[src/rtl/dequant_zigzag_writer.sv]
// dequant_zigzag_writer: takes zig-zag ordered quantized coefficients, dequantizes
// them with a diagonal-dependent power-of-two shift and signed saturation, and
// writes each result to its raster position in the pre-IDCT SRAM region.
module dequant_zigzag_writer #(
    parameter logic [17:0] PRE_IDCT_BASE = 18'd76800,
    parameter int          Y_BLOCK_COLS  = 40,
    parameter int          BLOCK_ROWS    = 30
) (
    input  logic        Clock,
    input  logic        Reset,
    input  logic        Start,
    input  logic        Q_select,
    input  logic [15:0] coeff_data,
    input  logic        coeff_valid,
    output logic        coeff_ready,
    output logic [17:0] SRAM_address,
    output logic [15:0] SRAM_write_data,
    output logic        SRAM_we_n,
    output logic        block_done,
    output logic        Done
);

    localparam int CW = (Y_BLOCK_COLS > 2) ? $clog2(Y_BLOCK_COLS) : 1;
    localparam int RW = (BLOCK_ROWS > 2) ? $clog2(BLOCK_ROWS) : 1;
    localparam logic [CW-1:0] Y_LAST_COL = CW'(Y_BLOCK_COLS - 1);
    localparam logic [CW-1:0] C_LAST_COL = CW'(Y_BLOCK_COLS / 2 - 1);
    localparam logic [RW-1:0] LAST_ROW   = RW'(BLOCK_ROWS - 1);
    localparam logic [17:0]   Y_STRIDE   = 18'(Y_BLOCK_COLS * 8);
    localparam logic [17:0]   C_STRIDE   = 18'(Y_BLOCK_COLS * 4);
    localparam logic [17:0]   U_OFF      = 18'(BLOCK_ROWS * 8 * Y_BLOCK_COLS * 8);
    localparam logic [17:0]   V_OFF      = U_OFF + 18'(BLOCK_ROWS * 8 * Y_BLOCK_COLS * 4);

    localparam logic [1:0] SEG_Y = 2'd0, SEG_U = 2'd1, SEG_V = 2'd2;

    // Zig-zag index -> raster position within the 8x8 block, encoded row*8+col.
    localparam logic [5:0] ZZ [64] = '{
        6'd0,  6'd1,  6'd8,  6'd16, 6'd9,  6'd2,  6'd3,  6'd10,
        6'd17, 6'd24, 6'd32, 6'd25, 6'd18, 6'd11, 6'd4,  6'd5,
        6'd12, 6'd19, 6'd26, 6'd33, 6'd40, 6'd48, 6'd41, 6'd34,
        6'd27, 6'd20, 6'd13, 6'd6,  6'd7,  6'd14, 6'd21, 6'd28,
        6'd35, 6'd42, 6'd49, 6'd56, 6'd57, 6'd50, 6'd43, 6'd36,
        6'd29, 6'd22, 6'd15, 6'd23, 6'd30, 6'd37, 6'd44, 6'd51,
        6'd58, 6'd59, 6'd52, 6'd45, 6'd38, 6'd31, 6'd39, 6'd46,
        6'd53, 6'd60, 6'd61, 6'd54, 6'd47, 6'd55, 6'd62, 6'd63
    };

    typedef enum logic [1:0] {IDLE, RUN, FLUSH} state_t;
    state_t state, state_nxt;

    logic [5:0]    k;
    logic [CW-1:0] bcol;
    logic [RW-1:0] brow;
    logic [1:0]    seg;
    logic          q_sel;

    logic                accept, last_coeff;
    logic [5:0]          zz;
    logic [2:0]          zz_row, zz_col, shift;
    logic [3:0]          diag;
    logic [CW-1:0]       last_col;
    logic [17:0]         stride, seg_off, line, addr_c;
    logic signed [21:0]  wide;
    logic [15:0]         sat;

    assign accept     = coeff_valid & coeff_ready;
    assign last_col   = (seg == SEG_Y) ? Y_LAST_COL : C_LAST_COL;
    assign last_coeff = (k == 6'd63) && (bcol == C_LAST_COL) && (brow == LAST_ROW) && (seg == SEG_V);

    // State register
    always_ff @(posedge Clock) begin
        if (Reset) state <= IDLE;
        else       state <= state_nxt;
    end

    // Next-state: start from idle, leave RUN on the frame's final accept, one flush cycle
    always_comb begin
        state_nxt = state;
        case (state)
            IDLE:    if (Start) state_nxt = RUN;
            RUN:     if (accept && last_coeff) state_nxt = FLUSH;
            FLUSH:   state_nxt = IDLE;
            default: state_nxt = IDLE;
        endcase
    end

    // FSM outputs: only RUN takes coefficients
    always_comb begin
        coeff_ready = (state == RUN);
    end

    // Position counters; everything advances only on an accept
    always_ff @(posedge Clock) begin
        if (Reset || (state == IDLE && Start)) begin
            k     <= '0;
            bcol  <= '0;
            brow  <= '0;
            seg   <= SEG_Y;
            q_sel <= Reset ? 1'b0 : Q_select;
        end else if (accept) begin
            k <= k + 6'd1;
            if (k == 6'd63) begin
                if (bcol == last_col) begin
                    bcol <= '0;
                    if (brow == LAST_ROW) begin
                        brow <= '0;
                        seg  <= (seg == SEG_V) ? SEG_Y : seg + 2'd1;
                    end else begin
                        brow <= brow + RW'(1);
                    end
                end else begin
                    bcol <= bcol + CW'(1);
                end
            end
        end
    end

    // Raster address and shift amount for the coefficient currently presented
    always_comb begin
        zz      = ZZ[k];
        zz_row  = zz[5:3];
        zz_col  = zz[2:0];
        diag    = 4'(zz_row) + 4'(zz_col);
        stride  = (seg == SEG_Y) ? Y_STRIDE : C_STRIDE;
        seg_off = (seg == SEG_U) ? U_OFF : (seg == SEG_V) ? V_OFF : 18'd0;
        line    = (18'(brow) << 3) + 18'(zz_row);
        addr_c  = PRE_IDCT_BASE + seg_off + line * stride + (18'(bcol) << 3) + 18'(zz_col);
        if (!q_sel) begin
            case (diag)
                4'd0:       shift = 3'd3;
                4'd1:       shift = 3'd2;
                4'd2, 4'd3: shift = 3'd3;
                4'd4, 4'd5: shift = 3'd4;
                4'd6, 4'd7: shift = 3'd5;
                default:    shift = 3'd6;
            endcase
        end else begin
            case (diag)
                4'd0:       shift = 3'd3;
                4'd1:       shift = 3'd1;
                4'd2, 4'd3: shift = 3'd1;
                4'd4, 4'd5: shift = 3'd2;
                4'd6, 4'd7: shift = 3'd3;
                default:    shift = 3'd4;
            endcase
        end
    end

    // Dequantize at 22 bits (16 + max shift 6) so nothing is lost before clamping
    always_comb begin
        wide = $signed({{6{coeff_data[15]}}, coeff_data}) <<< shift;
        if (wide > 22'sd32767)       sat = 16'h7FFF;
        else if (wide < -22'sd32768) sat = 16'h8000;
        else                         sat = wide[15:0];
    end

    // Registered SRAM write port: an accept on one edge is the write in the next cycle
    always_ff @(posedge Clock) begin
        if (Reset) begin
            SRAM_address    <= '0;
            SRAM_write_data <= '0;
            SRAM_we_n       <= 1'b1;
            block_done      <= 1'b0;
            Done            <= 1'b0;
        end else begin
            SRAM_we_n  <= ~accept;
            block_done <= accept && (k == 6'd63);
            Done       <= accept && last_coeff;
            if (accept) begin
                SRAM_address    <= addr_c;
                SRAM_write_data <= sat;
            end
        end
    end

endmodule
[config.mk]
export PLATFORM = sky130hd
export DESIGN_NAME = dequant_zigzag_writer
export DESIGN_NICKNAME = d
export VERILOG_FILES = /design/src/rtl/dequant_zigzag_writer.sv
export SDC_FILE = /design/constraint.sdc
export NUM_CORES = 1
export LEC_CHECK = 0
export ABC_AREA = 1
export BUFFER_PORTS_ARGS = -buffer_cell sky130_fd_sc_hd__buf_2
export CAP_MARGIN = 20
export CORE_MARGIN = 5
export CORE_UTILIZATION = 49
export CTS_BUF_LIST = sky130_fd_sc_hd__clkbuf_16
export CTS_CLUSTER_SIZE = 14
export DETAILED_ROUTE_END_ITERATION = 8
export HOLD_SLACK_MARGIN = 0.03
export PLACE_DENSITY_LB_ADDON = 0.08
export SKIP_LAST_GASP = 1
export SLEW_MARGIN = 20
export SYNTH_ARGS = -nofsm -noshare
export SYNTH_HDL_FRONTEND = slang
export SYNTH_SLANG_ARGS = --single-unit
[constraint.sdc]
create_clock -name Clock -period 9.2 [get_ports Clock]
set_input_delay 0.92 -clock Clock [delete_from_list [all_inputs] [get_ports Clock]]
set_output_delay 0.92 -clock Clock [all_outputs]
set_load 0.05 [all_outputs]
# Word-level counts from Yosys, hierarchy flattened
# Memory sizes are Yosys's and may differ from the RTL's.
# Cells that the tools add are included.
classes:
  addsub: 10
  mul: 1
  n_lt_le_gt_ge: 3
  eq_ne: 9
  n_shift: 1
  n_mux: 17
  bitwise_logic: 3
  n_reduce_logical: 13
ops:
  columns: ["cell", "count"]
  rows:
  - ["17-bit two-way mux", 2]
  - ["16-bit two-way mux", 2]
  - ["6-bit two-way mux", 4]
  - ["22-bit by 16-bit > comparator with 1-bit output (second input constant)", 1]
  - ["22-bit by 16-bit < comparator with 1-bit output (second input constant)", 1]
  - ["16-bit by 3-bit <<< shifter with 22-bit output", 1]
  - ["17-bit by 17-bit adder with 18-bit output (first input constant)", 1]
  - ["18-bit adder", 1]
  - ["18-bit by 3-bit adder with 18-bit output", 1]
  - ["18-bit by 9-bit adder with 18-bit output", 1]
  - ["9-bit by 9-bit multiplier with 18-bit output", 1]
  - ["6-bit by 1-bit adder with 6-bit output (second input constant)", 2]
  - ["8-bit by 3-bit adder with 9-bit output", 1]
  - ["3-bit two-way mux", 3]
  - ["9-bit two-way mux", 1]
  - ["7-bit greater-or-equal comparator (second input constant)", 1]
  - ["6-bit NOT with 7-bit output", 1]
  - ["6-bit by 5-bit == test with 1-bit output (second input constant)", 1]
  - ["6-bit == test", 1]
  - ["6-bit == test (second input constant)", 1]
  - ["1-bit logical AND", 6]
  - ["2-bit two-way mux", 3]
  - ["5-bit by 1-bit adder with 5-bit output (second input constant)", 1]
  - ["5-bit == test (second input constant)", 1]
  - ["other kinds (15)", 18]
word_totals:
  reg_bits: 59
  romBits: 424
  in_bits: 21
  out_inout_bits: 38
  word_cells: 71
  memories: 3
mem_list:
  columns: ["memory", "depth", "word_bits", "rd", "rd_ports_with_merged_regs", "wr", "line", "rtl"]
  rows:
  - ["(name not given)", 64, 6, 1, 0, 0, "119", "zz = ZZ[k];"]
  - ["(name not given)", 8, 3, 1, 0, 0, "128", "case (diag)"]
  - ["(name not given)", 8, 2, 1, 0, 0, "137", "case (diag)"]

# Longest topological paths before layout
# Gate-level depths: netlist of run 1.
# An unclocked memory read counts as a cell.
logic_depth:
  depth_word: 12
  depth_mapped: 35
  depth_no_buf: 34

# Worst setup path after synthesis of run 1
# No wires, ideal clock.
synth_timing:
  kind: "register -> register"
  startpoint: "register k[0]"
  endpoint: "register SRAM_address[16]"
  setup_time_ns: 0.056
  arrival_ns: 5.406
  t_required_ns: 9.144
  slack_ns: 3.738
  stages_incl_launch_ff: 36
  n_path_buf: 1
  period_less_slack_ns: 5.462
  path_cell_list: "dfxtp_1 -> clkbuf_1 -> inv_1 -> ha_1 -> nor2_1 -> nor2_1 -> o21ai_0 -> o21ai_0 -> nand2_1 -> o21ai_0 -> nand2_1 -> nand2_1 -> inv_1 -> nand2_1 -> o21ai_0 -> ha_1 -> fa_1 -> ha_1 -> inv_1 -> fa_1 -> inv_1 -> ha_1 -> ha_1 -> nand3_1 -> nand3_1 -> nand2_1 -> nand2_1 -> a21oi_1 -> o21ai_0 -> nand2_1 -> nand2_1 -> a21oi_1 -> or2_2 -> nand3_1 -> nand2_1 -> inv_1"
synth_via:
  elab_chain_len: 9
synth_lines:
  columns: ["item", "line", "rtl"]
  rows:
  - ["start, declared", "50", "logic [5:0] k;"]
  - ["start signal, assigned", "100", "k <= k + 6'd1;"]
  - ["6-bit NOT with 7-bit output (implied by the code) (*)", "119", null]
  - ["memory 64 x 6 bit (*)", null, null]
  - ["6-bit two-way mux (implied by the code) (*) (2 in series)", "119", null]
  - ["8-bit by 3-bit adder with 9-bit output", "125", "line = (18'(brow) << 3) + 18'(zz_row);"]
  - ["9-bit by 9-bit multiplier with 18-bit output", "126", "addr_c = PRE_IDCT_BASE + seg_off + line * stride + (18'(bcol) << 3) + 18'(zz_col);"]
  - ["18-bit adder", "126", null]
  - ["18-bit by 9-bit adder with 18-bit output", "126", null]
  - ["18-bit by 3-bit adder with 18-bit output (*)", "126", null]
  - ["end signal, assigned", "169", "SRAM_address <= addr_c;"]
  - ["end, declared", "16", "output logic [17:0] SRAM_address,"]
# Mark *: on every way between the ends. The rest lies on a longest branch, timed or not. The select of a mux whose other input is x is not followed.
# A chain may end at the register's enable or synchronous reset.

# Final worst setup path of run 1
layout_timing:
  startpoint: "register k[2]"
  endpoint: "register SRAM_address[15]"
# The elaborated chain is that of the path after synthesis.

==> flow_metrics.py, run 1 <==
metrics = {
    "floorplanning": {
        "placement_rows": 38,
        "die_y_um": 114,
        "top_level_ports": 59,
        "starting_density_of_the_core": 0.497,
        "dieWidth_um": 114,
        "die_area_um2": 13100,
        "design.core.area_um2": 10700,
    },
    "grt": {
        "grt_antenna_before_repair": 0,
        "wire_length_of_the_first_global_routing_pass_um": 22100,
        "global_route.overflow_total": 0,
        "largest_net_degree_at_the_start_of_global_routing": 39,
        "via_count_of_the_first_global_routing_pass": 4702,
        "grt_util_all_layers": 0.209,
    },
    "critical_path": {
        "setup.worst_path.class": "reg2reg",
        "r2r_cells": 26,
        "reg2reg_setup_slack_ns": 3.05,
        "crit_arrival_ns": 6.39,
        "rr_endpoint": "SRAM_address[15]",
        "crit_startpoint": "k[2]",
        "highest_fanout_seen_on_the_critical_path": 18,
        "worst_ep_required_time_ns": 9.44,
        "start_kind": "flip-flop",
        "rr_startpoint": "k[2]",
        "worstSetupEndpointType": "flip-flop",
        "worst_setup_path_endpoint": "SRAM_address[15]",
    },
    "power_and_ir_drop": {
        "power.leakage_nw": 3.05,
        "power.combinational.fraction": 0.194,
        "power.switching_w": 0.000248,
        "vdd_drop_max_v": 0.000153,
        "cell_internal_pwr_w": 0.000550,
        "power.density_cell_area_nw_per_um2": 133,
        "power_frac_seq": 0.341,
        "power_switching_share": 0.311,
        "p_clk_frac": 0.466,
    },
    "logic_synthesis": {
        "synthAdderAreaFrac": 0.219,
        "xor_xnor_share_of_the_synthesized_area": 0.0180,
        "post-synth-top-area-cell": "sky130_fd_sc_hd__dfxtp_1",
        "post_synth_num_cell_types": 48,
        "dominant_combinational_cell_family_by_area_after_synthesis": "simple AND/OR/NAND/NOR gates",
        "synth.yosys.seq_area_share": 0.223,
        "synth-simple-area-share": 0.247,
        "synth_enable_flop_cells": 1,
        "yosys-top-cells-area": "sky130_fd_sc_hd__dfxtp_1 22%, sky130_fd_sc_hd__ha_1 15%, sky130_fd_sc_hd__nand2_1 11%",
        "netlist_area_um2": 5350,
        "avg_cell_area_syn_um2": 6.89,
        "synth.ff_latch_count": 59,
        "muxShareOfSynthArea": 0.00749,
        "synth_top_area_frac": 0.217,
        "cell_count_after_synthesis": 776,
        "most_common_flop_cell_mapped_by_yosys": "sky130_fd_sc_hd__dfxtp_1",
        "ys.warnings.count": 0,
        "synth-compound-area-share": 0.170,
        "synth_async_sr_flop_share": 0,
    },
    "sta": {
        "slew_headroom": 0.486,
        "timing_hold_violations_final": 0,
        "tns_ns": 0,
        "report.final.slew_viol_count": 0,
        "final_min_period_over_clock_period": 0.669,
        "setup_violations": 0,
        "max_freq_mhz": 163,
        "finalWorstPathRequiredPeriod_ns": 6.15,
        "grt_setup_unrepaired": "false",
        "worst_slew_pin_slew_ns": 0.770,
        "fin_worst_skew_ns": 0.00543,
    },
    "cts": {
        "path_clk_slew_ns": 0.06,
        "worstSkewPairLatency_ns": 0.35,
        "cts_setup_buffers": 0,
        "cts_root_buffer": "sky130_fd_sc_hd__clkbuf_16",
        "total_cts_buffers": 9,
        "h-tree-depth": 3,
        "cts_repair_resize_count": 0,
        "cts_hold_buf": 0,
        "clk_path_buf_depth": 2,
        "cts.sink_count": 59,
        "tritoncts": "done",
    },
    "routing": {
        "detail_route.drc_violations": 0,
        "vias_per_cell": 5.21,
        "drtPass1Iterations": 5,
        "wire_per_inst_um": 13.8,
        "drt_iter0_drc": 319,
        "totalWireLength_um": 13300,
        "via_count": 5018,
        "ant_nets": 0,
    },
    "place": {
        "io_buffer_count": 58,
        "globalplace.congestion": 0.879,
        "post-dp-hpwl_um": 10200,
    },
    "finish": {
        "nNetsFinal": 921,
        "post-route-util": 0.560,
        "drive_gt1_frac": 0.128,
        "insertedDiodeCount": 0,
        "syn2layout_area_growth_pct": 12.6,
    },
    "outcome": {
        "outcome": "finished, final reports clean",
    },
    "worst_hold_path": {
        "hp-class": "reg2reg",
    },
    "job": {
        "cap_violations": 0,
    },
}
## layout make-up
cell class | count | area [µm²]
clock inverters | 7 | 98.8
flip-flops and latches | 59 | 1190
clock buffers | 9 | 225
repair buffers | 60 | 305
well taps | 140 | 175
inverters | 123 | 462
fillers | 1096 | 4730
multi-input cells | 565 | 3560
## worst min path at each step
stage | startpoint | to | slack [ns] | cells after the start
after floorplan | bcol[1] | SRAM_address[4] | 0.47 | 2
after global placement | SRAM_address[4] | SRAM_address[4] | 0.46 | 2
after detailed placement | SRAM_address[5] | SRAM_address[5] | 0.45 | 2
after CTS | SRAM_address[4] | SRAM_address[4] | 0.47 | 2
after global routing | SRAM_address[5] | SRAM_address[5] | 0.50 | 2
final | SRAM_address[4] | SRAM_address[4] | 0.47 | 2
## layer usage
layer  track usage  wire length [µm]  vias up
li1              -                 -     2588
met3        0.0449               703       18
met4        0.0562               195        0
met5             0                 0        -
met2         0.345              6230      120
met1         0.277              6170     2292
## registers in the layout, indices dropped and copies added, names as in the netlist, 2 cells and up
register,count
SRAM_address,18
SRAM_write_data,16
bcol,6
brow,5
k,6
seg,2
state,2
## cell families after synthesis
| family | count (synthesis) |
|---|---|
| other | 2 |
| AOI/OAI and AO/OA | 161 |
| buffers and inverters | 156 |
| DFF | 59 |
| adders and majority gates | 82 |
| muxes | 4 |
| xor gates and xnor gates | 11 |
| and+or+nand+nor | 301 |
## power by group through the flow
stage	combinational, W	sequential, W	clock [W]
floorplan	0.0000916	0.000303	0
detailed placement	0.000154	0.000277	0
CTS	0.000155	0.000272	0.000380
global placement	0.000153	0.000277	0
global route	0.000173	0.000273	0.000390
finish	0.000154	0.000272	0.000372
## placed cells by master (no fill, tap or decap), types with 4 or more instances in the layout
master / n
sky130_fd_sc_hd__nor2_1: 46
sky130_fd_sc_hd__o22ai_1: 4
sky130_fd_sc_hd__clkbuf_16: 9
sky130_fd_sc_hd__xnor2_1: 5
sky130_fd_sc_hd__nand2_1: 163
sky130_fd_sc_hd__inv_1: 119
sky130_fd_sc_hd__mux2i_1: 4
sky130_fd_sc_hd__conb_1: 6
sky130_fd_sc_hd__or2_2: 8
sky130_fd_sc_hd__o21ai_0: 69
sky130_fd_sc_hd__fa_1: 19
sky130_fd_sc_hd__o21bai_1: 8
sky130_fd_sc_hd__nand2_2: 6
sky130_fd_sc_hd__nor3_1: 9
sky130_fd_sc_hd__o211ai_1: 4
sky130_fd_sc_hd__ha_1: 63
sky130_fd_sc_hd__xor2_1: 6
sky130_fd_sc_hd__dfxtp_1: 58
sky130_fd_sc_hd__buf_2: 58
sky130_fd_sc_hd__nand3_1: 53
sky130_fd_sc_hd__a21oi_1: 57
## worst max-delay path: stages, from the launching register on
cell and delay [ns]:
sky130_fd_sc_hd__dfxtp_1 0.69, sky130_fd_sc_hd__clkinv_1 0.49, sky130_fd_sc_hd__ha_1 0.32, sky130_fd_sc_hd__or2_2 0.30, sky130_fd_sc_hd__nand2_1 0.06, sky130_fd_sc_hd__nand3_1 0.09, sky130_fd_sc_hd__o31ai_1 0.09, sky130_fd_sc_hd__o21ai_0 0.19
sky130_fd_sc_hd__nand2_1 0.09, sky130_fd_sc_hd__o21ai_0 0.15, sky130_fd_sc_hd__ha_1 0.34, sky130_fd_sc_hd__inv_1 0.05, sky130_fd_sc_hd__fa_1 0.50, sky130_fd_sc_hd__inv_1 0.04, sky130_fd_sc_hd__ha_1 0.30, sky130_fd_sc_hd__fa_1 0.46
sky130_fd_sc_hd__ha_1 0.32, sky130_fd_sc_hd__inv_1 0.07, sky130_fd_sc_hd__fa_1 0.45, sky130_fd_sc_hd__inv_1 0.10, sky130_fd_sc_hd__a31oi_1 0.12, sky130_fd_sc_hd__o21ai_0 0.28, sky130_fd_sc_hd__a21oi_1 0.10, sky130_fd_sc_hd__o21ai_0 0.20
sky130_fd_sc_hd__xor2_1 0.09, sky130_fd_sc_hd__o21bai_1 0.12, sky130_fd_sc_hd__inv_1 0.05
## synth_stat cells, types with 3 or more instances
cell / n
sky130_fd_sc_hd__nand2_1: 163
sky130_fd_sc_hd__inv_1: 119
sky130_fd_sc_hd__o21ai_0: 69
sky130_fd_sc_hd__ha_1: 63
sky130_fd_sc_hd__dfxtp_1: 58
sky130_fd_sc_hd__a21oi_1: 57
sky130_fd_sc_hd__nand3_1: 53
sky130_fd_sc_hd__nor2_1: 47
sky130_fd_sc_hd__clkbuf_1: 23
sky130_fd_sc_hd__fa_1: 19
sky130_fd_sc_hd__nor3_1: 9
sky130_fd_sc_hd__o21bai_1: 8
sky130_fd_sc_hd__or2_2: 8
sky130_fd_sc_hd__nand2_2: 6
sky130_fd_sc_hd__xor2_1: 6
sky130_fd_sc_hd__buf_2: 5
sky130_fd_sc_hd__xnor2_1: 5
sky130_fd_sc_hd__mux2i_1: 4
sky130_fd_sc_hd__o211ai_1: 4
sky130_fd_sc_hd__o22ai_1: 4
sky130_fd_sc_hd__a221oi_1: 3
sky130_fd_sc_hd__a31oi_1: 3
sky130_fd_sc_hd__buf_4: 3
sky130_fd_sc_hd__inv_2: 3
sky130_fd_sc_hd__nand3_2: 3
sky130_fd_sc_hd__nand4_1: 3
## through the flow
step                      setup WS [ns]  hold slack, ns  power, W  instance area, µm²  std cells
after floorplan                    3.74           0.471  0.000395                5360        780
after global placement             3.23           0.456  0.000430                5690        947
after detailed placement           3.11           0.454  0.000431                5690        947
after CTS                          3.08           0.471  0.000807                6020        963
after global routing               2.39           0.496  0.000836                6020        963
final                              3.05           0.468  0.000798                6020        963
Note: power is estimated with default switching activity, not from simulation.
==> inputs of run 2 (changes only) <==
--- a/config.mk
+++ b/config.mk
@@ -5,7 +5,7 @@
 export SDC_FILE = /design/constraint.sdc
 export NUM_CORES = 1
 export LEC_CHECK = 0
-export ABC_AREA = 1
+export ABC_AREA = 0
 export BUFFER_PORTS_ARGS = -buffer_cell sky130_fd_sc_hd__buf_2
 export CAP_MARGIN = 20
 export CORE_MARGIN = 5
==> constraint.sdc (replaced) <==
create_clock -name Clock -period 5.3 [get_ports Clock]
set_input_delay 0.53 -clock Clock [delete_from_list [all_inputs] [get_ports Clock]]
set_output_delay 0.53 -clock Clock [all_outputs]
set_load 0.05 [all_outputs]
==> run 2 against run 1 <==
Clock power is 63% higher. First-iteration DRC count is 26% higher. Sequential share of layout area is 1.4 points lower. Register-to-register slack worse by 3.0 ns. Count of clock-buffer cells in the layout stayed put. Cell count is 6.3% lower. Largest cell class unchanged.
==> flow_metrics.py, run 2 <==
metrics = {
    "power_and_ir_drop": {
        "power.density_cell_area_nw_per_um2": 194,
        "power.leakage_nw": 3.02,
        "vdd_drop_max_v": 0.000158,
        "fin_total_pwr_w": 0.00126,
    },
    "cts": {
        "h-tree-depth": 3,
        "cts_root_buffer": "sky130_fd_sc_hd__clkbuf_16",
        "cts_hold_buf": 0,
        "total_cts_buffers": 9,
        "tritoncts": "done",
        "clk_path_buf_depth": 2,
        "path_clk_slew_ns": 0.06,
        "worstSkewPairLatency_ns": 0.34,
        "cts.sink_count": 59,
    },
    "logic_synthesis": {
        "netlist_area_um2": 5400,
        "xor_xnor_share_of_the_synthesized_area": 0.0359,
        "synth_async_sr_flop_share": 0,
        "yosys-top-cells-area": "sky130_fd_sc_hd__dfxtp_1 21%, sky130_fd_sc_hd__ha_1 15%, sky130_fd_sc_hd__fa_1 7.0%",
        "synthAdderAreaFrac": 0.216,
        "synth-compound-area-share": 0.206,
        "post-synth-top-count-cell": "sky130_fd_sc_hd__nand2_1",
        "muxShareOfSynthArea": 0.0595,
        "synth_top_area_frac": 0.215,
        "cell_count_after_synthesis": 678,
        "most_common_flop_cell_mapped_by_yosys": "sky130_fd_sc_hd__dfxtp_1",
        "post_synth_num_cell_types": 65,
        "synth.cells.most_frequent": "95 x sky130_fd_sc_hd__nand2_1, 63 x sky130_fd_sc_hd__ha_1, 58 x sky130_fd_sc_hd__dfxtp_1, 56 x sky130_fd_sc_hd__inv_1, 51 x sky130_fd_sc_hd__a21oi_1",
        "synth.yosys.seq_area_share": 0.220,
        "avg_cell_area_syn_um2": 7.97,
        "synth.ff_latch_count": 59,
        "post-synth-top-area-cell": "sky130_fd_sc_hd__dfxtp_1",
        "synth-simple-area-share": 0.187,
        "synth_enable_flop_cells": 1,
        "ys.warnings.count": 0,
        "dominant_combinational_cell_family_by_area_after_synthesis": "adder cells",
    },
    "routing": {
        "drt_iter0_drc": 403,
        "ant_nets": 0,
        "via_count": 4894,
        "wire_per_inst_um": 15.4,
        "detail_route.drc_violations": 0,
        "totalWireLength_um": 13900,
        "drtPass1Iterations": 4,
        "vias_per_cell": 5.43,
    },
    "sta": {
        "max_freq_mhz": 189,
        "report.final.slew_viol_count": 0,
        "slew_headroom": 0.295,
        "final_min_period_over_clock_period": 0.998,
        "worst_slew_pin_slew_ns": 1.05,
        "fin_worst_skew_ns": 0.00506,
        "timing_hold_violations_final": 0,
        "finalHoldWorstSlack_ns": 0.444,
        "setup_violations": 0,
        "grt_setup_unrepaired": "true",
        "finalWorstPathRequiredPeriod_ns": 5.29,
    },
    "place": {
        "io_buffer_count": 58,
        "globalplace.congestion": 0.892,
        "post-dp-hpwl_um": 10700,
    },
    "grt": {
        "via_count_of_the_first_global_routing_pass": 4808,
        "global_route.overflow_total": 0,
        "wire_length_of_the_first_global_routing_pass_um": 23300,
        "grt_util_all_layers": 0.218,
        "largest_net_degree_at_the_start_of_global_routing": 25,
        "grt_antenna_before_repair": 0,
    },
    "worst_hold_path": {
        "startpoint_of_the_worst_hold_path": "SRAM_write_data[0]",
        "hp-class": "reg2reg",
    },
    "floorplanning": {
        "die_y_um": 115,
        "starting_density_of_the_core": 0.498,
        "placement_rows": 38,
        "top_level_ports": 59,
        "design.core.area_um2": 10800,
        "die_area_um2": 13200,
        "dieWidth_um": 115,
    },
    "finish": {
        "most_frequent_standard_cell_in_the_layout_excluding_fill_and_tap_cells": "sky130_fd_sc_hd__nand2_1",
        "post-route-util": 0.599,
        "syn2layout_area_growth_pct": 20.3,
        "nNetsFinal": 860,
        "insertedDiodeCount": 0,
        "fillerInstances": 1006,
        "commonest_cells_after_routing_fill_and_taps_aside": "93 x sky130_fd_sc_hd__nand2_1, 58 x sky130_fd_sc_hd__buf_2, 56 x sky130_fd_sc_hd__dfxtp_1, 56 x sky130_fd_sc_hd__ha_1, 53 x sky130_fd_sc_hd__inv_1",
        "regs_by_ff_count": "SRAM_address x18, SRAM_write_data x16",
        "drive_gt1_frac": 0.220,
        "largest_register": "SRAM_address",
        "largest_register_ffs": 18,
    },
    "critical_path": {
        "rr_startpoint": "k[0]",
        "rr_endpoint": "SRAM_address[16]",
        "r2r_cells": 23,
        "highest_fanout_seen_on_the_critical_path": 5,
        "reg2reg_setup_slack_ns": 0.01,
        "crit_startpoint": "k[0]",
        "start_kind": "flip-flop",
        "worst_ep_required_time_ns": 5.50,
        "worstSetupEndpointType": "flip-flop",
        "worst_setup_path_endpoint": "SRAM_address[16]",
        "crit_arrival_ns": 5.49,
        "setup.worst_path.class": "reg2reg",
    },
    "job": {
        "cap_violations": 0,
    },
    "outcome": {
        "outcome": "finished, final reports clean",
    },
}
[run 2: cell count changes after synthesis, moves of 8 or more]
cell / change
sky130_fd_sc_hd__a211oi_1: +8
sky130_fd_sc_hd__nand3_1: -29
sky130_fd_sc_hd__mux2i_1: +18
sky130_fd_sc_hd__o211ai_1: +8
sky130_fd_sc_hd__nand2_1: -68
sky130_fd_sc_hd__a21o_1: +12
sky130_fd_sc_hd__clkbuf_1: +8
sky130_fd_sc_hd__o21ai_0: -38
sky130_fd_sc_hd__inv_1: -63
[run 2: routing by layer]
| layer | vias to the layer above | track usage | share of wire | routed length [µm] |
|---|---|---|---|---|
| met5 | - | 0 | 0 | 0 |
| met3 | 16 | 0.0395 | 0.050 | 689 |
| met2 | 109 | 0.341 | 0.46 | 6360 |
| met4 | 0 | 0.0689 | 0.015 | 209 |
| met1 | 2257 | 0.305 | 0.48 | 6640 |
| li1 | 2512 | - | - | - |
[run 2: layout make-up]
| cell class | instances | area [µm²] | area share |
|---|---|---|---|
| timing repair buffer | 106 | 651 | 0.100 |
| tap | 140 | 175 | 0.0270 |
| sequential | 59 | 1200 | 0.184 |
| clock buffer | 9 | 225 | 0.0347 |
| multi-input combinational | 525 | 3960 | 0.609 |
| clock inverter | 7 | 76.3 | 0.0117 |
| inverter | 56 | 218 | 0.0335 |
[run 2: worst min-delay path by stage]
stage / end / slack, ns / cells past startpoint
finish: SRAM_write_data[0] / 0.44 / 2
global route: SRAM_write_data[0] / 0.48 / 2
CTS: SRAM_write_data[0] / 0.44 / 2
detailed placement: SRAM_write_data[0] / 0.43 / 2
global placement: SRAM_write_data[0] / 0.43 / 2
floorplan: state[0] / 0.44 / 1
[run 2: worst max-delay path, cell delays in order, from the launching register on]
cell and delay (ns):
sky130_fd_sc_hd__dfxtp_4 0.39, sky130_fd_sc_hd__inv_8 0.05, sky130_fd_sc_hd__ha_4 0.29, sky130_fd_sc_hd__nand2_2 0.06, sky130_fd_sc_hd__nand3_1 0.07, sky130_fd_sc_hd__o21ai_1 0.06
sky130_fd_sc_hd__mux4_2 0.51, sky130_fd_sc_hd__buf_4 0.16, sky130_fd_sc_hd__a21o_1 0.18, sky130_fd_sc_hd__ha_4 0.22, sky130_fd_sc_hd__fa_1 0.47, sky130_fd_sc_hd__ha_1 0.29
sky130_fd_sc_hd__inv_1 0.05, sky130_fd_sc_hd__fa_1 0.52, sky130_fd_sc_hd__inv_1 0.06, sky130_fd_sc_hd__ha_4 0.24, sky130_fd_sc_hd__ha_4 0.26, sky130_fd_sc_hd__a21oi_4 0.15
sky130_fd_sc_hd__o21ai_1 0.08, sky130_fd_sc_hd__a211o_1 0.27, sky130_fd_sc_hd__and3_1 0.18, sky130_fd_sc_hd__or4_1 0.40, sky130_fd_sc_hd__nand3_1 0.10, sky130_fd_sc_hd__a21oi_1 0.07
[run 2: report_power, final]
part / internal (W) / switching [W]
registers: 0.000458 / 0.00000933
logic: 0.0000640 / 0.000127
clock network: 0.000367 / 0.000238
total: 0.000889 / 0.000374
[run 2: per-stage QoR]
step	setup TNS (ns)	instances	setup slack (ns)	cell area, µm²
after floorplan	0	682	0.0584	5490
after global placement	-0.0438	885	-0.0438	6110
after detailed placement	-0.147	885	-0.138	6110
after CTS	-0.00548	902	-0.00548	6470
after global routing	-0.632	902	-0.211	6500
final	0	902	0.0109	6500
[run 2: timing repair]
action	4_1_cts	5_1_grt
resized for setup	8	9
endpoints found under the hold margin	0	0
setup buffers	1	0
endpoints found under the setup margin	3	5
pin swaps	5	6
[run 2: cell families after synthesis]
group,after synthesis
xor+xnor,20
compound gates,166
other cells,2
simple gates,222
mux,29
fa+ha+maj,82
buf+inv,98
flops,59
==> inputs of run 3 (changes only) <==
--- a/config.mk
+++ b/config.mk
@@ -9,7 +9,7 @@
 export BUFFER_PORTS_ARGS = -buffer_cell sky130_fd_sc_hd__buf_2
 export CAP_MARGIN = 20
 export CORE_MARGIN = 5
-export CORE_UTILIZATION = 49
+export CORE_UTILIZATION = 42
 export CTS_BUF_LIST = sky130_fd_sc_hd__clkbuf_16
 export CTS_CLUSTER_SIZE = 14
 export DETAILED_ROUTE_END_ITERATION = 8
==> run 3 against run 2 <==
The flow now finishes with violations (negative setup slack). Design area increased by 1.8%. Non-clock buffer count grew 1. Via count rose by 1.3%. Worst hold slack better by 0.0033 ns. Fmax is 2.4% lower. Largest cell class unchanged.
==> flow_metrics.py, run 3 (synthesis results as in run 2) <==
metrics = {
    "finish": {
        "syn2layout_area_growth_pct": 22.4,
        "final-seq-area_um2": 1200,
        "largest_register": "SRAM_address",
        "fillerInstances": 1254,
        "insertedDiodeCount": 0,
        "commonest_cells_after_routing_fill_and_taps_aside": "93 x sky130_fd_sc_hd__nand2_1, 58 x sky130_fd_sc_hd__buf_2, 56 x sky130_fd_sc_hd__dfxtp_1, 55 x sky130_fd_sc_hd__ha_1, 50 x sky130_fd_sc_hd__inv_1",
        "most_frequent_standard_cell_in_the_layout_excluding_fill_and_tap_cells": "sky130_fd_sc_hd__nand2_1",
        "nNetsFinal": 861,
        "largest_register_ffs": 18,
        "post-route-util": 0.524,
        "drive_gt1_frac": 0.229,
        "area_occupied_by_multi_input_gates_um2": 3980,
        "regs_by_ff_count": "SRAM_address x18, SRAM_write_data x16",
        "design_area_um2": 6610,
    },
    "power_and_ir_drop": {
        "vdd_drop_max_v": 0.000131,
        "fin_total_pwr_w": 0.00130,
        "power.combinational.fraction": 0.150,
        "power.leakage_nw": 3.04,
        "power.switching_w": 0.000362,
        "power_frac_seq": 0.361,
        "cell_internal_pwr_w": 0.000933,
        "p_clk_frac": 0.489,
        "power_switching_share": 0.280,
        "power.density_cell_area_nw_per_um2": 196,
    },
    "place": {
        "post-dp-hpwl_um": 11300,
        "placement.setup.worst_slack_ns": -0.139,
        "io_buffer_count": 58,
        "post_dp_cell_area_um2": 6150,
        "globalplace.congestion": 0.930,
    },
    "floorplanning": {
        "placement_rows": 41,
        "die_y_um": 123,
        "design.core.area_um2": 12600,
        "starting_density_of_the_core": 0.428,
        "top_level_ports": 59,
        "dieWidth_um": 123,
        "die_area_um2": 15200,
    },
    "cts": {
        "cts_root_buffer": "sky130_fd_sc_hd__clkbuf_16",
        "clk_path_buf_depth": 2,
        "cts.sink_count": 59,
        "total_cts_buffers": 9,
        "path_clk_slew_ns": 0.06,
        "worstSkewPairLatency_ns": 0.34,
        "tritoncts": "done",
        "h-tree-depth": 3,
    },
    "grt": {
        "largest_net_degree_at_the_start_of_global_routing": 28,
        "via_count_of_the_first_global_routing_pass": 4864,
        "grt_util_all_layers": 0.199,
        "grt_antenna_before_repair": 0,
        "wire_length_of_the_first_global_routing_pass_um": 24200,
        "global_route.overflow_total": 0,
    },
    "sta": {
        "setup_violations": 1,
        "report.final.slew_viol_count": 0,
        "max_freq_mhz": 185,
        "finalWorstSetupSlack_ns": -0.120,
        "slew_headroom": 0.567,
        "timing_hold_violations_final": 0,
        "worst_slew_pin_slew_ns": 0.649,
        "grt_setup_unrepaired": "true",
        "final_min_period_over_clock_period": 1.02,
        "finalWorstPathRequiredPeriod_ns": 5.42,
        "fin_worst_skew_ns": 0.00615,
    },
    "job": {
        "cap_violations": 0,
    },
    "critical_path": {
        "crit_arrival_ns": 5.62,
        "highest_fanout_seen_on_the_critical_path": 5,
        "setup.worst_path.class": "reg2reg",
        "start_kind": "flip-flop",
        "worstSetupEndpointType": "flip-flop",
        "worst_ep_required_time_ns": 5.50,
    },
    "routing": {
        "drt_iter0_drc": 411,
        "wire_per_inst_um": 15.6,
        "ant_nets": 0,
        "via_count": 4959,
        "detail_route.drc_violations": 0,
        "drtPass1Iterations": 4,
        "totalWireLength_um": 14600,
        "vias_per_cell": 5.30,
    },
    "outcome": {
        "violated_checks": "negative setup slack",
        "outcome": "complete, but fails checks",
    },
    "worst_hold_path": {
        "hp-class": "reg2reg",
    },
}
-- run 3: cell count changes in the layout (fill, tap and decap cells not counted), sizes merged --
| cell | previous run | this run |
|---|---|---|
| buf | 106 | 107 |
| bufinv | 1 | 2 |
| clkinv | 3 | 4 |
| clkinvlp | 1 | 0 |
| inv | 58 | 57 |
-- run 3: area by class of cell --
class,count,area share
Timing Repair Buffer,107,0.104
Inverter,56,0.0333
Multi-Input combinational cell,525,0.602
Tap cell,172,0.0325
Clock inverter,7,0.0138
Sequential cell,59,0.181
Clock buffer,9,0.0341
-- run 3: worst paths after layout --
kind	start	end	slack, ns	cells after the start
worst max-delay path	k[0]	SRAM_address[16]	-0.12	24
worst max register to register	k[0]	SRAM_address[16]	-0.12	24
worst min-delay path	SRAM_write_data[0]	SRAM_write_data[0]	0.45	2
worst min register to register	SRAM_write_data[0]	SRAM_write_data[0]	0.45	2
-- run 3: power by group through the flow --
| stage | clock network [W] | registers (W) | logic [W] |
|---|---|---|---|
| 5_1_grt | 0.000673 | 0.000469 | 0.000213 |
| 6_report | 0.000633 | 0.000467 | 0.000195 |
| 2_1_floorplan | 0 | 0.000514 | 0.0000977 |
| 3_3_place_gp | 0 | 0.000476 | 0.000190 |
| 4_1_cts | 0.000653 | 0.000467 | 0.000192 |
| 3_5_place_dp | 0 | 0.000477 | 0.000189 |
-- run 3: timing repair --
item | CTS | global route
setup endpoints to repair | 3 | 5
setup buffers | 4 | 2
pin swaps | 7 | 28
gates resized for setup | 5 | 21
hold buffers | 0 | 0
-- run 3: critical path, cell delays in order (launching register included) --
cell	delay, ns
sky130_fd_sc_hd__dfxtp_4	0.40
sky130_fd_sc_hd__inv_8	0.05
sky130_fd_sc_hd__ha_4	0.26
sky130_fd_sc_hd__nand2_4	0.06
sky130_fd_sc_hd__a21oi_1	0.05
sky130_fd_sc_hd__a21o_1	0.17
sky130_fd_sc_hd__mux4_2	0.50
sky130_fd_sc_hd__nor2_2	0.14
sky130_fd_sc_hd__a21oi_2	0.05
sky130_fd_sc_hd__ha_1	0.30
sky130_fd_sc_hd__inv_2	0.04
sky130_fd_sc_hd__fa_1	0.52
sky130_fd_sc_hd__inv_2	0.05
sky130_fd_sc_hd__ha_4	0.26
sky130_fd_sc_hd__fa_1	0.45
sky130_fd_sc_hd__ha_4	0.31
sky130_fd_sc_hd__ha_4	0.19
sky130_fd_sc_hd__a21o_1	0.18
sky130_fd_sc_hd__a21oi_4	0.15
sky130_fd_sc_hd__o21ai_2	0.08
sky130_fd_sc_hd__a211o_1	0.31
sky130_fd_sc_hd__and3_4	0.16
sky130_fd_sc_hd__or4_4	0.48
sky130_fd_sc_hd__nand3_2	0.08
sky130_fd_sc_hd__a21oi_1	0.06
-- run 3: per-layer routing --
| metal | track usage | up-vias | routed length, µm |
|---|---|---|---|
| met5 | 0 | - | 0 |
| met2 | 0.311 | 111 | 6550 |
| li1 | - | 2520 | - |
| met1 | 0.273 | 2306 | 6900 |
| met3 | 0.0366 | 22 | 736 |
| met4 | 0.0747 | 0 | 365 |
-- run 3: stage by stage --
step	instances	hold WS [ns]	TNS (ns)
floorplan	682	0.440	0
global placement	913	0.429	-0.0676
detailed placement	913	0.446	-0.151
CTS	933	0.452	-0.0622
global route	935	0.470	-0.834
finish	935	0.447	-0.120
